<file path="src/rtl/alu_pipe_if.sv">
`default_nettype none
// ============================================================================
//  Module      : alu_pipe_if
//  Description : Bundles the operation input channel, the result output
//                channel and the architectural flag outputs of alu_pipe.
//                master = upstream/downstream side, slave = the ALU itself.
//  Signals     : in_valid/in_ready/opcode/op_a/op_b   (operation channel)
//                out_valid/out_ready/result           (result channel)
//                flag_z/flag_v/flag_n/flags_upd       (flag outputs)
//  Revision    : 1.0  initial release
// ============================================================================
interface alu_pipe_if #(
    parameter int WIDTH = 16
);
    logic             in_valid;
    logic             in_ready;
    logic [3:0]       opcode;
    logic [WIDTH-1:0] op_a;
    logic [WIDTH-1:0] op_b;
    logic             out_valid;
    logic             out_ready;
    logic [WIDTH-1:0] result;
    logic             flag_z;
    logic             flag_v;
    logic             flag_n;
    logic             flags_upd;

    // Environment side: presents operations and consumes results.
    modport master (
        output in_valid, opcode, op_a, op_b, out_ready,
        input  in_ready, out_valid, result, flag_z, flag_v, flag_n, flags_upd
    );

    // ALU side.
    modport slave (
        input  in_valid, opcode, op_a, op_b, out_ready,
        output in_ready, out_valid, result, flag_z, flag_v, flag_n, flags_upd
    );
endinterface
`default_nettype wire

</file>
<file path="src/rtl/alu_pipe.sv">
`default_nettype none
// ============================================================================
//  Module      : alu_pipe
//  Description : Registered execute-stage ALU. Accepts one operation per
//                valid/ready handshake and presents the result one cycle
//                later on a valid/ready output channel. Keeps Z/V/N flags
//                for the branch unit, updated per opcode class.
//  Ports       : clk        - clock, rising edge
//                rst        - synchronous active-high reset
//                bus        - alu_pipe_if.slave (operation channel, result
//                             channel, flag outputs)
//  Parameters  : WIDTH      - datapath width (multiple of 8, >= 16)
//                SHW        - shift-amount width, log2(WIDTH)
//  Revision    : 1.0  initial release
// ============================================================================
module alu_pipe #(
    parameter int WIDTH = 16,
    parameter int SHW   = 4
) (
    input  logic        clk,
    input  logic        rst,
    alu_pipe_if.slave   bus
);

    // ------------------------------------------------------------------
    // Constants
    // ------------------------------------------------------------------
    localparam int c_bytes = WIDTH / 8;
    localparam int c_lanes = WIDTH / 4;

    localparam logic [3:0] c_op_add    = 4'b0000;
    localparam logic [3:0] c_op_sub    = 4'b0001;
    localparam logic [3:0] c_op_xor    = 4'b0010;
    localparam logic [3:0] c_op_red    = 4'b0011;
    localparam logic [3:0] c_op_sll    = 4'b0100;
    localparam logic [3:0] c_op_sra    = 4'b0101;
    localparam logic [3:0] c_op_ror    = 4'b0110;
    localparam logic [3:0] c_op_paddsb = 4'b0111;
    localparam logic [3:0] c_op_lw     = 4'b1000;
    localparam logic [3:0] c_op_sw     = 4'b1001;
    localparam logic [3:0] c_op_llb    = 4'b1010;
    localparam logic [3:0] c_op_lhb    = 4'b1011;

    localparam logic [WIDTH-1:0] c_sat_max = {1'b0, {(WIDTH-1){1'b1}}};
    localparam logic [WIDTH-1:0] c_sat_min = {1'b1, {(WIDTH-1){1'b0}}};
    localparam logic [WIDTH-1:0] c_low_byte = WIDTH'(8'hFF);

    // ------------------------------------------------------------------
    // Registers
    // ------------------------------------------------------------------
    logic             r_out_valid;
    logic [WIDTH-1:0] r_result;
    logic             r_flag_z;
    logic             r_flag_v;
    logic             r_flag_n;
    logic             r_flags_upd;

    // ------------------------------------------------------------------
    // Handshake
    // ------------------------------------------------------------------
    logic w_in_ready;
    logic w_accept;

    // The output register can take a new value when it is empty or is
    // being drained in this same cycle, so a continuously-ready consumer
    // sees one result per cycle.
    assign w_in_ready = ~r_out_valid | bus.out_ready;
    assign w_accept   = bus.in_valid & w_in_ready;

    // ------------------------------------------------------------------
    // Saturating add / subtract
    // ------------------------------------------------------------------
    logic [WIDTH-1:0] w_sum;
    logic [WIDTH-1:0] w_diff;
    logic             w_add_ovf;
    logic             w_sub_ovf;
    logic [WIDTH-1:0] w_add_sat;
    logic [WIDTH-1:0] w_sub_sat;
    logic             w_sign_a;
    logic             w_sign_b;

    assign w_sign_a = bus.op_a[WIDTH-1];
    assign w_sign_b = bus.op_b[WIDTH-1];
    assign w_sum    = bus.op_a + bus.op_b;
    assign w_diff   = bus.op_a - bus.op_b;

    // Overflow: operands agree in sign (add) or differ (sub) and the
    // result sign departs from A. The clamp direction follows A's sign.
    assign w_add_ovf = (w_sign_a == w_sign_b) & (w_sum[WIDTH-1]  != w_sign_a);
    assign w_sub_ovf = (w_sign_a != w_sign_b) & (w_diff[WIDTH-1] != w_sign_a);

    assign w_add_sat = w_add_ovf ? (w_sign_a ? c_sat_min : c_sat_max) : w_sum;
    assign w_sub_sat = w_sub_ovf ? (w_sign_a ? c_sat_min : c_sat_max) : w_diff;

    // ------------------------------------------------------------------
    // Byte reduction: the full sum of 2*WIDTH/8 signed bytes always fits
    // in WIDTH bits, so a WIDTH-bit wrapping accumulator is exact and
    // already sign-extended.
    // ------------------------------------------------------------------
    logic [WIDTH-1:0] w_red;

    always_comb begin
        w_red = '0;
        for (int i = 0; i < c_bytes; i++) begin
            w_red = w_red
                  + {{(WIDTH-8){bus.op_a[8*i+7]}}, bus.op_a[8*i +: 8]}
                  + {{(WIDTH-8){bus.op_b[8*i+7]}}, bus.op_b[8*i +: 8]};
        end
    end

    // ------------------------------------------------------------------
    // Shifts and rotate
    // ------------------------------------------------------------------
    logic [SHW-1:0]   w_amt;
    logic [SHW:0]     w_ror_left;
    logic [WIDTH-1:0] w_sll;
    logic [WIDTH-1:0] w_sra;
    logic [WIDTH-1:0] w_ror;

    assign w_amt = bus.op_b[SHW-1:0];
    assign w_sll = bus.op_a << w_amt;
    assign w_sra = WIDTH'($signed(bus.op_a) >>> w_amt);

    // Rotate right = right shift OR left shift by the complement. For a
    // zero amount the left shift is by WIDTH, which yields zero, so the
    // result is A unchanged.
    assign w_ror_left = (SHW+1)'(WIDTH) - {1'b0, w_amt};
    assign w_ror      = (bus.op_a >> w_amt) | (bus.op_a << w_ror_left);

    // ------------------------------------------------------------------
    // Packed 4-bit saturating add, lanes fully independent
    // ------------------------------------------------------------------
    logic [WIDTH-1:0] w_padd;

    for (genvar g = 0; g < c_lanes; g++) begin : g_lane
        logic [4:0] w_lane_sum;

        // Sign-extend each nibble by one bit so the 5-bit sum is exact;
        // a disagreement between bits 4 and 3 marks a lane overflow.
        assign w_lane_sum = {bus.op_a[4*g+3], bus.op_a[4*g +: 4]}
                          + {bus.op_b[4*g+3], bus.op_b[4*g +: 4]};

        assign w_padd[4*g +: 4] =
            (w_lane_sum[4] != w_lane_sum[3]) ?
                (w_lane_sum[4] ? 4'b1000 : 4'b0111) :
                w_lane_sum[3:0];
    end

    // ------------------------------------------------------------------
    // Byte loads into A
    // ------------------------------------------------------------------
    logic [WIDTH-1:0] w_llb;
    logic [WIDTH-1:0] w_lhb;

    assign w_llb = (bus.op_a & ~c_low_byte) | WIDTH'(bus.op_b[7:0]);
    // Bits above 15 are cleared: only A's low byte survives.
    assign w_lhb = (bus.op_a & c_low_byte) | (WIDTH'(bus.op_b[7:0]) << 8);

    // ------------------------------------------------------------------
    // Result select and flag class
    // ------------------------------------------------------------------
    logic [WIDTH-1:0] w_alu;
    logic             w_ovf;
    logic             w_wr_z;
    logic             w_wr_vn;

    always_comb begin
        w_alu   = bus.op_a;
        w_ovf   = 1'b0;
        w_wr_z  = 1'b0;
        w_wr_vn = 1'b0;
        case (bus.opcode)
            c_op_add: begin
                w_alu   = w_add_sat;
                w_ovf   = w_add_ovf;
                w_wr_z  = 1'b1;
                w_wr_vn = 1'b1;
            end
            c_op_sub: begin
                w_alu   = w_sub_sat;
                w_ovf   = w_sub_ovf;
                w_wr_z  = 1'b1;
                w_wr_vn = 1'b1;
            end
            c_op_xor: begin
                w_alu  = bus.op_a ^ bus.op_b;
                w_wr_z = 1'b1;
            end
            c_op_red:    w_alu = w_red;
            c_op_sll: begin
                w_alu  = w_sll;
                w_wr_z = 1'b1;
            end
            c_op_sra: begin
                w_alu  = w_sra;
                w_wr_z = 1'b1;
            end
            c_op_ror: begin
                w_alu  = w_ror;
                w_wr_z = 1'b1;
            end
            c_op_paddsb: w_alu = w_padd;
            c_op_lw,
            c_op_sw:     w_alu = w_sum;
            c_op_llb:    w_alu = w_llb;
            c_op_lhb:    w_alu = w_lhb;
            default:     w_alu = bus.op_a;   // B / BR / PCS / HLT
        endcase
    end

    // ------------------------------------------------------------------
    // Output register and flags. Nothing changes while a result is held
    // against a stalled consumer, because no accept can happen then.
    // ------------------------------------------------------------------
    always_ff @(posedge clk) begin
        if (rst) begin
            r_out_valid <= 1'b0;
            r_result    <= '0;
            r_flag_z    <= 1'b0;
            r_flag_v    <= 1'b0;
            r_flag_n    <= 1'b0;
            r_flags_upd <= 1'b0;
        end else if (w_accept) begin
            r_out_valid <= 1'b1;
            r_result    <= w_alu;
            r_flags_upd <= w_wr_z;
            if (w_wr_z) begin
                r_flag_z <= (w_alu == '0);
            end
            if (w_wr_vn) begin
                r_flag_v <= w_ovf;
                r_flag_n <= w_alu[WIDTH-1];
            end
        end else begin
            r_flags_upd <= 1'b0;
            if (r_out_valid && bus.out_ready) begin
                r_out_valid <= 1'b0;
            end
        end
    end

    assign bus.in_ready  = w_in_ready;
    assign bus.out_valid = r_out_valid;
    assign bus.result    = r_result;
    assign bus.flag_z    = r_flag_z;
    assign bus.flag_v    = r_flag_v;
    assign bus.flag_n    = r_flag_n;
    assign bus.flags_upd = r_flags_upd;

endmodule
`default_nettype wire
</file>
<file path="src/flat_wrapper.sv">
// flat-port wrapper written by rule: the top's interface ports become plain ports
module alu_pipe_flat 
#(
    parameter int WIDTH = 16,
    parameter int SHW   = 4
)
  (clk, rst, bus_in_valid, bus_opcode, bus_op_a, bus_op_b, bus_out_ready, bus_in_ready, bus_out_valid, bus_result, bus_flag_z, bus_flag_v, bus_flag_n, bus_flags_upd);
  alu_pipe_if #(.WIDTH(WIDTH)) bus_i ();
  input  logic clk;
  input  logic rst;
  input wire logic [$bits(bus_i.in_valid)-1:0] bus_in_valid;
  input wire logic [$bits(bus_i.opcode)-1:0] bus_opcode;
  input wire logic [$bits(bus_i.op_a)-1:0] bus_op_a;
  input wire logic [$bits(bus_i.op_b)-1:0] bus_op_b;
  input wire logic [$bits(bus_i.out_ready)-1:0] bus_out_ready;
  output wire logic [$bits(bus_i.in_ready)-1:0] bus_in_ready;
  output wire logic [$bits(bus_i.out_valid)-1:0] bus_out_valid;
  output wire logic [$bits(bus_i.result)-1:0] bus_result;
  output wire logic [$bits(bus_i.flag_z)-1:0] bus_flag_z;
  output wire logic [$bits(bus_i.flag_v)-1:0] bus_flag_v;
  output wire logic [$bits(bus_i.flag_n)-1:0] bus_flag_n;
  output wire logic [$bits(bus_i.flags_upd)-1:0] bus_flags_upd;
  assign bus_i.in_valid = bus_in_valid;
  assign bus_i.opcode = bus_opcode;
  assign bus_i.op_a = bus_op_a;
  assign bus_i.op_b = bus_op_b;
  assign bus_i.out_ready = bus_out_ready;
  assign bus_in_ready = bus_i.in_ready;
  assign bus_out_valid = bus_i.out_valid;
  assign bus_result = bus_i.result;
  assign bus_flag_z = bus_i.flag_z;
  assign bus_flag_v = bus_i.flag_v;
  assign bus_flag_n = bus_i.flag_n;
  assign bus_flags_upd = bus_i.flags_upd;
  alu_pipe #(.WIDTH(WIDTH), .SHW(SHW)) u_core (.clk(clk), .rst(rst), .bus(bus_i));
endmodule
</file>
<file path="config.mk">
export PLATFORM = sky130hd
export DESIGN_NAME = alu_pipe_flat
export DESIGN_NICKNAME = d
export VERILOG_FILES = /design/src/rtl/alu_pipe_if.sv /design/src/rtl/alu_pipe.sv /design/src/flat_wrapper.sv
export SDC_FILE = /design/constraint.sdc
export NUM_CORES = 1
export LEC_CHECK = 0
export ABC_AREA = 0
export CORE_ASPECT_RATIO = 1.2
export CORE_MARGIN = 2
export CORE_UTILIZATION = 26
export DETAILED_ROUTE_END_ITERATION = 16
export GPL_TIMING_DRIVEN = 0
export SLEW_MARGIN = 15
export SYNTH_ARGS = -nofsm -noshare
export SYNTH_HDL_FRONTEND = slang
export SYNTH_SLANG_ARGS = --single-unit
</file>
<file path="constraint.sdc">
create_clock -name clk -period 19.85 [get_ports clk]
set_input_delay 3.97 -clock clk [delete_from_list [all_inputs] [get_ports clk]]
set_output_delay 3.97 -clock clk [all_outputs]
set_load 0.005 [all_outputs]
</file>
# After elaboration in Yosys (flattened, before gate mapping)
# Cells that the tools add are included.
[totals]
ff_bits = 21
latch_bits = 0
ram_bits = 0
rom_bits = 0
input_bits = 40
output_inout_bits = 22
elab_cells = 76
mem_count = 0
[op_classes]
addsub = 10
n_mul = 0
div_mod_pow = 0
n_lt_le_gt_ge = 0
eq_ne = 19
n_shift = 4
mux = 17
n_bitwise = 10
n_reduce_logical = 10
[op_table]
columns = ["op", "count"]
rows = [
  ["$pmux 16 s11", 1],
  ["$mux 16", 3],
  ["$add 16x16->16", 2],
  ["$mux 4", 8],
  ["$add 4x4->5", 4],
  ["$eq 4x3->1 const B", 4],
  ["$eq 4x4->1 const B", 4],
  ["$logic_not 16->1", 1],
  ["$or 16x16->16", 1],
  ["$or 16x8->16", 1],
  ["$or 8x16->16", 1],
  ["$shl 16x4->16", 1],
  ["$shl 16x5->16", 1],
  ["$shr 16x4->16", 1],
  ["$sshr 16x4->16", 1],
  ["$sub 16x16->16", 1],
  ["$xor 16x16->16", 1],
  ["$add 9x8->10", 1],
  ["$add 8x8->9", 1],
  ["$eq 4x2->1 const B", 2],
  ["$ne 1x1->1", 7],
  ["$reduce_or 2->1", 3],
  ["$reduce_or 6->1", 1],
  ["$sub 5x4->5 const A", 1],
  ["11 further kinds", 18],
]

# Longest topological paths before layout
[depth]
word_depth = 6
ltp_mapped = 25
mapped_depth_nobuf = 23

# Least setup slack after synthesis
# OpenSTA, ideal clock, no wires.
[synth_timing]
kind = "input -> register"
startpoint = "in bus_op_b[1]"
endpoint = "reg u_core.r_flag_z, in the netlist u_core.bus.flag_z"
setup_ns = 0.084
arrival_ns = 9.083
t_required_ns = 19.766
slack_ns = 10.683
cell_stages = 24
n_path_buf = 3
path_cell_list = "buf_2 buf_2 inv_1 ha_1 nor2b_1 o31ai_1 a211oi_1 o31a_1 a21o_1 a21oi_1 o21bai_1 a21oi_1 fa_1 xnor2_1 and2_1 buf_6 or3_1 mux2i_1 nor2_1 or4_1 o32a_1 nor4_2 nand3b_1 o31ai_2"
[synth_via]
elab_chain_cells = 6
word_cells_on_any_way = 26
classes_between = "7 x add/sub; 3 x eq/ne; 4 x shift; 5 x mux; 6 x bitwise; 1 x reduce/logical"
[synth_rtl]
columns = ["item", "line_no", "source"]
rows = [
  ["start, declared", "flat_wrapper.sv:14", "input wire logic [$bits(bus_i.op_b)-1:0] bus_op_b;"],
  ["branches (longest 4 deep; another with $add 16x16->16)", "-", ""],
  ["$pmux 16 s11 (*)", "alu_pipe.sv:172", "case (bus.opcode)"],
  ["$logic_not 16->1 (*)", "alu_pipe.sv:228", "r_flag_z <= (w_alu == '0);"],
  ["end signal, assigned", "alu_pipe.sv:228", ""],
  ["end, declared", "alu_pipe.sv:53", "logic r_flag_z;"],
]
# Every way passes the cells marked *.
# A chain may end at the register's enable or synchronous reset.

# Worst setup path in the final report
# Same ends and word-level chain as after synthesis.

==> impl_metrics.yaml <==
clock_tree:
  path_clk_slew_ns: 0.05
  cts_tree: "yes"
  postCtsSetupBuffers: 0
  cts_hold_buf: 0
  clkLatencyLatePin_ns: 0.25
  clock_sinks: 21
  cts_max_path_buffers: 2
  cts.htree.levels: 1
  cts_root_buffer: "clkbuf_16"
  cts_inserted_buffers: 3
  post_cts_resize_count: 0
worst_setup_path:
  r2r_slack_ns: 18.00
  cp-end-kind: "flip-flop"
  path_class: "input port to flip-flop"
  cp_data_required_time_ns: 20.02
  ff2ff_path_depth: 7
  critPathMaxFanout: 10
  r2r_start: "u_core.bus.out_valid$_SDFFE_PP0P_"
  reg2reg_to: "u_core.bus.flag_z$_SDFFE_PP0P_"
  start_kind: "input port"
  arrival_ns: 11.42
power:
  p_leak_nw: 3.29
  pwr_density_cell_mw_per_mm2: 47.7
  power_frac_seq_pct: 11.3
  ir_drop_mv: 0.0459
  p_clk_share_pct: 10.1
  total_power_mw: 0.418
  p_sw_mw: 0.220
  comb_power_share_pct: 78.5
  internal_power_mw: 0.198
  swShare_pct: 52.7
global_route:
  grt_pass1_wl_um: 58700
  grt_max_degree: 12
  grt_overflow: 0
  grt_antenna_before_repair: 2
  grt_usage_pct: 25.3
  grt_pass1_vias: 9120
sta:
  worstMarginPinSlew_ns: 1.13
  clock_skew_ns: 0.00162
  fin_crit_sh_pct: 56.7
  min_period_ns: 11.25
  slew-limit-headroom_pct: 24.1
  fmax_ghz: 0.0889
  hold_viol: 0
  slew_viol_final: 0
  rsz0062_at_grt: "no"
  setup_viol: 0
  fin_setup_tns_ns: 0
finish:
  final_cell_area_mm2: 0.00876
  nets: 1253
  drive_gt1_share_pct: 8.74
  final_util_pct: 30.5
  antennaDiodeCount: 0
  area_growth_pct: 15.5
min_path:
  min_to: "u_core.bus.result[8]$_SDFFE_PP0P_"
  min_path_type: "flip-flop to flip-flop"
  holdPathStages: 2
  worstHoldStart: "u_core.bus.result[8]$_SDFFE_PP0P_"
logic_synthesis:
  ys.flop_type: "dfxtp_1"
  synth-xor-area-share_pct: 4.27
  synth_area_mm2: 0.00759
  synth-compound-area-share_pct: 29.9
  async_reset_ff_share_pct: 0
  avgSynthCellArea_um2: 7.03
  synth_edf_count: 0
  synthCells: 1079
  synth_mux_area_share_pct: 14.7
  ys_seq_area_share_pct: 5.54
  synthAdderAreaFrac_pct: 12.9
  synth_seq_cells: 21
  synth_warnings: 0
  synth_nets: 1187
  synth_cell_types: 77
  synth_top_family_by_area: "compound AO/OA/AOI/OAI gates"
  synth-simple-area-share_pct: 24.3
route:
  wl_per_cell_um: 26.1
  postRouteAntennaNets: 0
  first_pass_iters: 6
  vias: 9386
  post-route-drc-count: 0
  drt-initial-drc-count: 1123
  wl_um: 39900
  via_per_inst: 6.14
floorplanning:
  io_pins: 62
  rows: 68
  dieArea_mm2: 0.0306
  initial_core_util_pct: 26.4
  core_mm2: 0.0288
  fp.dieW_um: 160
  die_h_um: 191
run_status:
  outcome: "complete, no violations"
placement:
  place_area_mm2: 0.00869
  io_buffers: 59
  place.gp.congestion: 1.05
  dp_hpwl_um: 32300
job:
  cap_violations: 0
## state kept, by name, indices dropped and copies added, names as in the netlist
register	count
u_core.bus.flag_n	1
u_core.bus.flag_v	1
u_core.bus.flag_z	1
u_core.bus.flags_upd	1
u_core.bus.out_valid	1
u_core.bus.result	16
## layout make-up
type / instances / area, µm²
clock buffer: 4 / 78.8
timing repair buffer: 61 / 603
multi-input combinational: 908 / 6550
inverter: 61 / 229
sequential: 21 / 420
fill: 3196 / 20000
buffer: 89 / 405
tap: 385 / 482
## cell usage in the layout (no fill, tap or decap), types with 29 or more instances in the layout
cell / count
o21ai_0: 73
inv_1: 61
a21oi_1: 88
ha_1: 52
clkbuf_1: 44
clkdlybuf4s50_1: 59
nor2_1: 114
mux2i_1: 34
xnor2_1: 29
nand2_1: 105
nor3_1: 35
## power groups by stage
stage                     combinational, mW  clock [mW]  sequential, mW
after floorplan                       0.212           0          0.0483
after global placement                0.317           0          0.0481
after detailed placement              0.318           0          0.0483
after CTS                             0.320      0.0429          0.0474
after global routing                  0.351      0.0456          0.0477
final                                 0.329      0.0424          0.0473
## synthesized netlist by cell type, types with 9 or more instances
| cell | count | area, µm² |
|---|---|---|
| and2_1 | 12 | 75.1 |
| dfxtp_1 | 21 | 420 |
| a21oi_1 | 88 | 440 |
| o2111ai_1 | 10 | 87.6 |
| ha_1 | 52 | 651 |
| nor2b_1 | 15 | 93.8 |
| o21a_1 | 9 | 67.6 |
| buf_1 | 13 | 48.8 |
| o21bai_1 | 10 | 75.1 |
| clkbuf_1 | 43 | 161 |
| nor4_1 | 9 | 56.3 |
| nor2_1 | 114 | 428 |
| buf_2 | 26 | 130 |
| o22ai_1 | 13 | 81.3 |
| mux2_2 | 19 | 214 |
| inv_1 | 61 | 229 |
| nand2b_1 | 19 | 119 |
| xnor2_1 | 29 | 254 |
| a211oi_1 | 17 | 128 |
| o221ai_1 | 9 | 78.8 |
| o211ai_1 | 10 | 75.1 |
| a31oi_1 | 19 | 119 |
| o21ai_0 | 73 | 365 |
| mux4_2 | 25 | 563 |
| nor3_1 | 35 | 175 |
| nand3_1 | 19 | 95.1 |
| fa_1 | 16 | 320 |
| or3_1 | 10 | 62.6 |
| nand2_1 | 105 | 394 |
| mux2i_1 | 34 | 340 |
## worst max-delay path, stage by stage
cell	delay, ns
clkdlybuf4s50_1	0.63
buf_2	0.36
buf_2	0.33
inv_1	0.38
ha_1	0.47
nor2b_1	0.18
o31ai_1	0.41
a211oi_1	0.20
o31a_1	0.37
a21o_1	0.20
a21oi_1	0.24
o21bai_1	0.09
a21oi_1	0.23
fa_1	0.43
nand3_1	0.15
nand2_1	0.35
a32oi_1	0.25
a311oi_1	0.36
o2111ai_1	0.18
o32ai_1	0.77
o2111ai_1	0.28
nor4_1	0.26
nand3b_1	0.13
o31ai_2	0.17
## kinds of logic (layout without fill, tap and decap cells)
| group | after synthesis | count (layout) |
|---|---|---|
| buffers and inverters | 150 | 215 |
| adders and majority gates | 69 | 69 |
| DFF | 21 | 21 |
| AOI/OAI and AO/OA | 342 | 342 |
| and+or+nand+nor | 382 | 382 |
| xor gates and xnor gates | 37 | 37 |
| muxes | 78 | 78 |
## per-layer routing
metal	global-route usage (%)	part of all wire (%)
met5	0	0.025
met4	17.6	8.7
met3	4.23	8.9
met2	41.7	45
met1	30.0	38
## stage by stage
step                      setup slack (ns)  hold WS [ns]  std cells
after global placement                8.62         0.449       1523
final                                 8.60         0.460       1529
after global routing                  8.44         0.486       1529
after detailed placement              8.66         0.454       1525
after CTS                             8.87         0.461       1529
after floorplan                      10.68         0.453       1079
## worst max path at each step
stage | startpoint | to | slack, ns
after global placement | bus_op_b[1] | u_core.bus.flag_z$_SDFFE_PP0P_ | 8.62
after CTS | bus_op_b[1] | u_core.bus.flag_z$_SDFFE_PP0P_ | 8.87
final | bus_op_b[1] | u_core.bus.flag_z$_SDFFE_PP0P_ | 8.60
after detailed placement | bus_op_b[1] | u_core.bus.flag_z$_SDFFE_PP0P_ | 8.66
after floorplan | bus_op_b[1] | u_core.bus.flag_z$_SDFFE_PP0P_ | 10.68
after global routing | bus_op_b[1] | u_core.bus.flag_z$_SDFFE_PP0P_ | 8.44
Note: power is estimated with default switching activity, not from simulation.
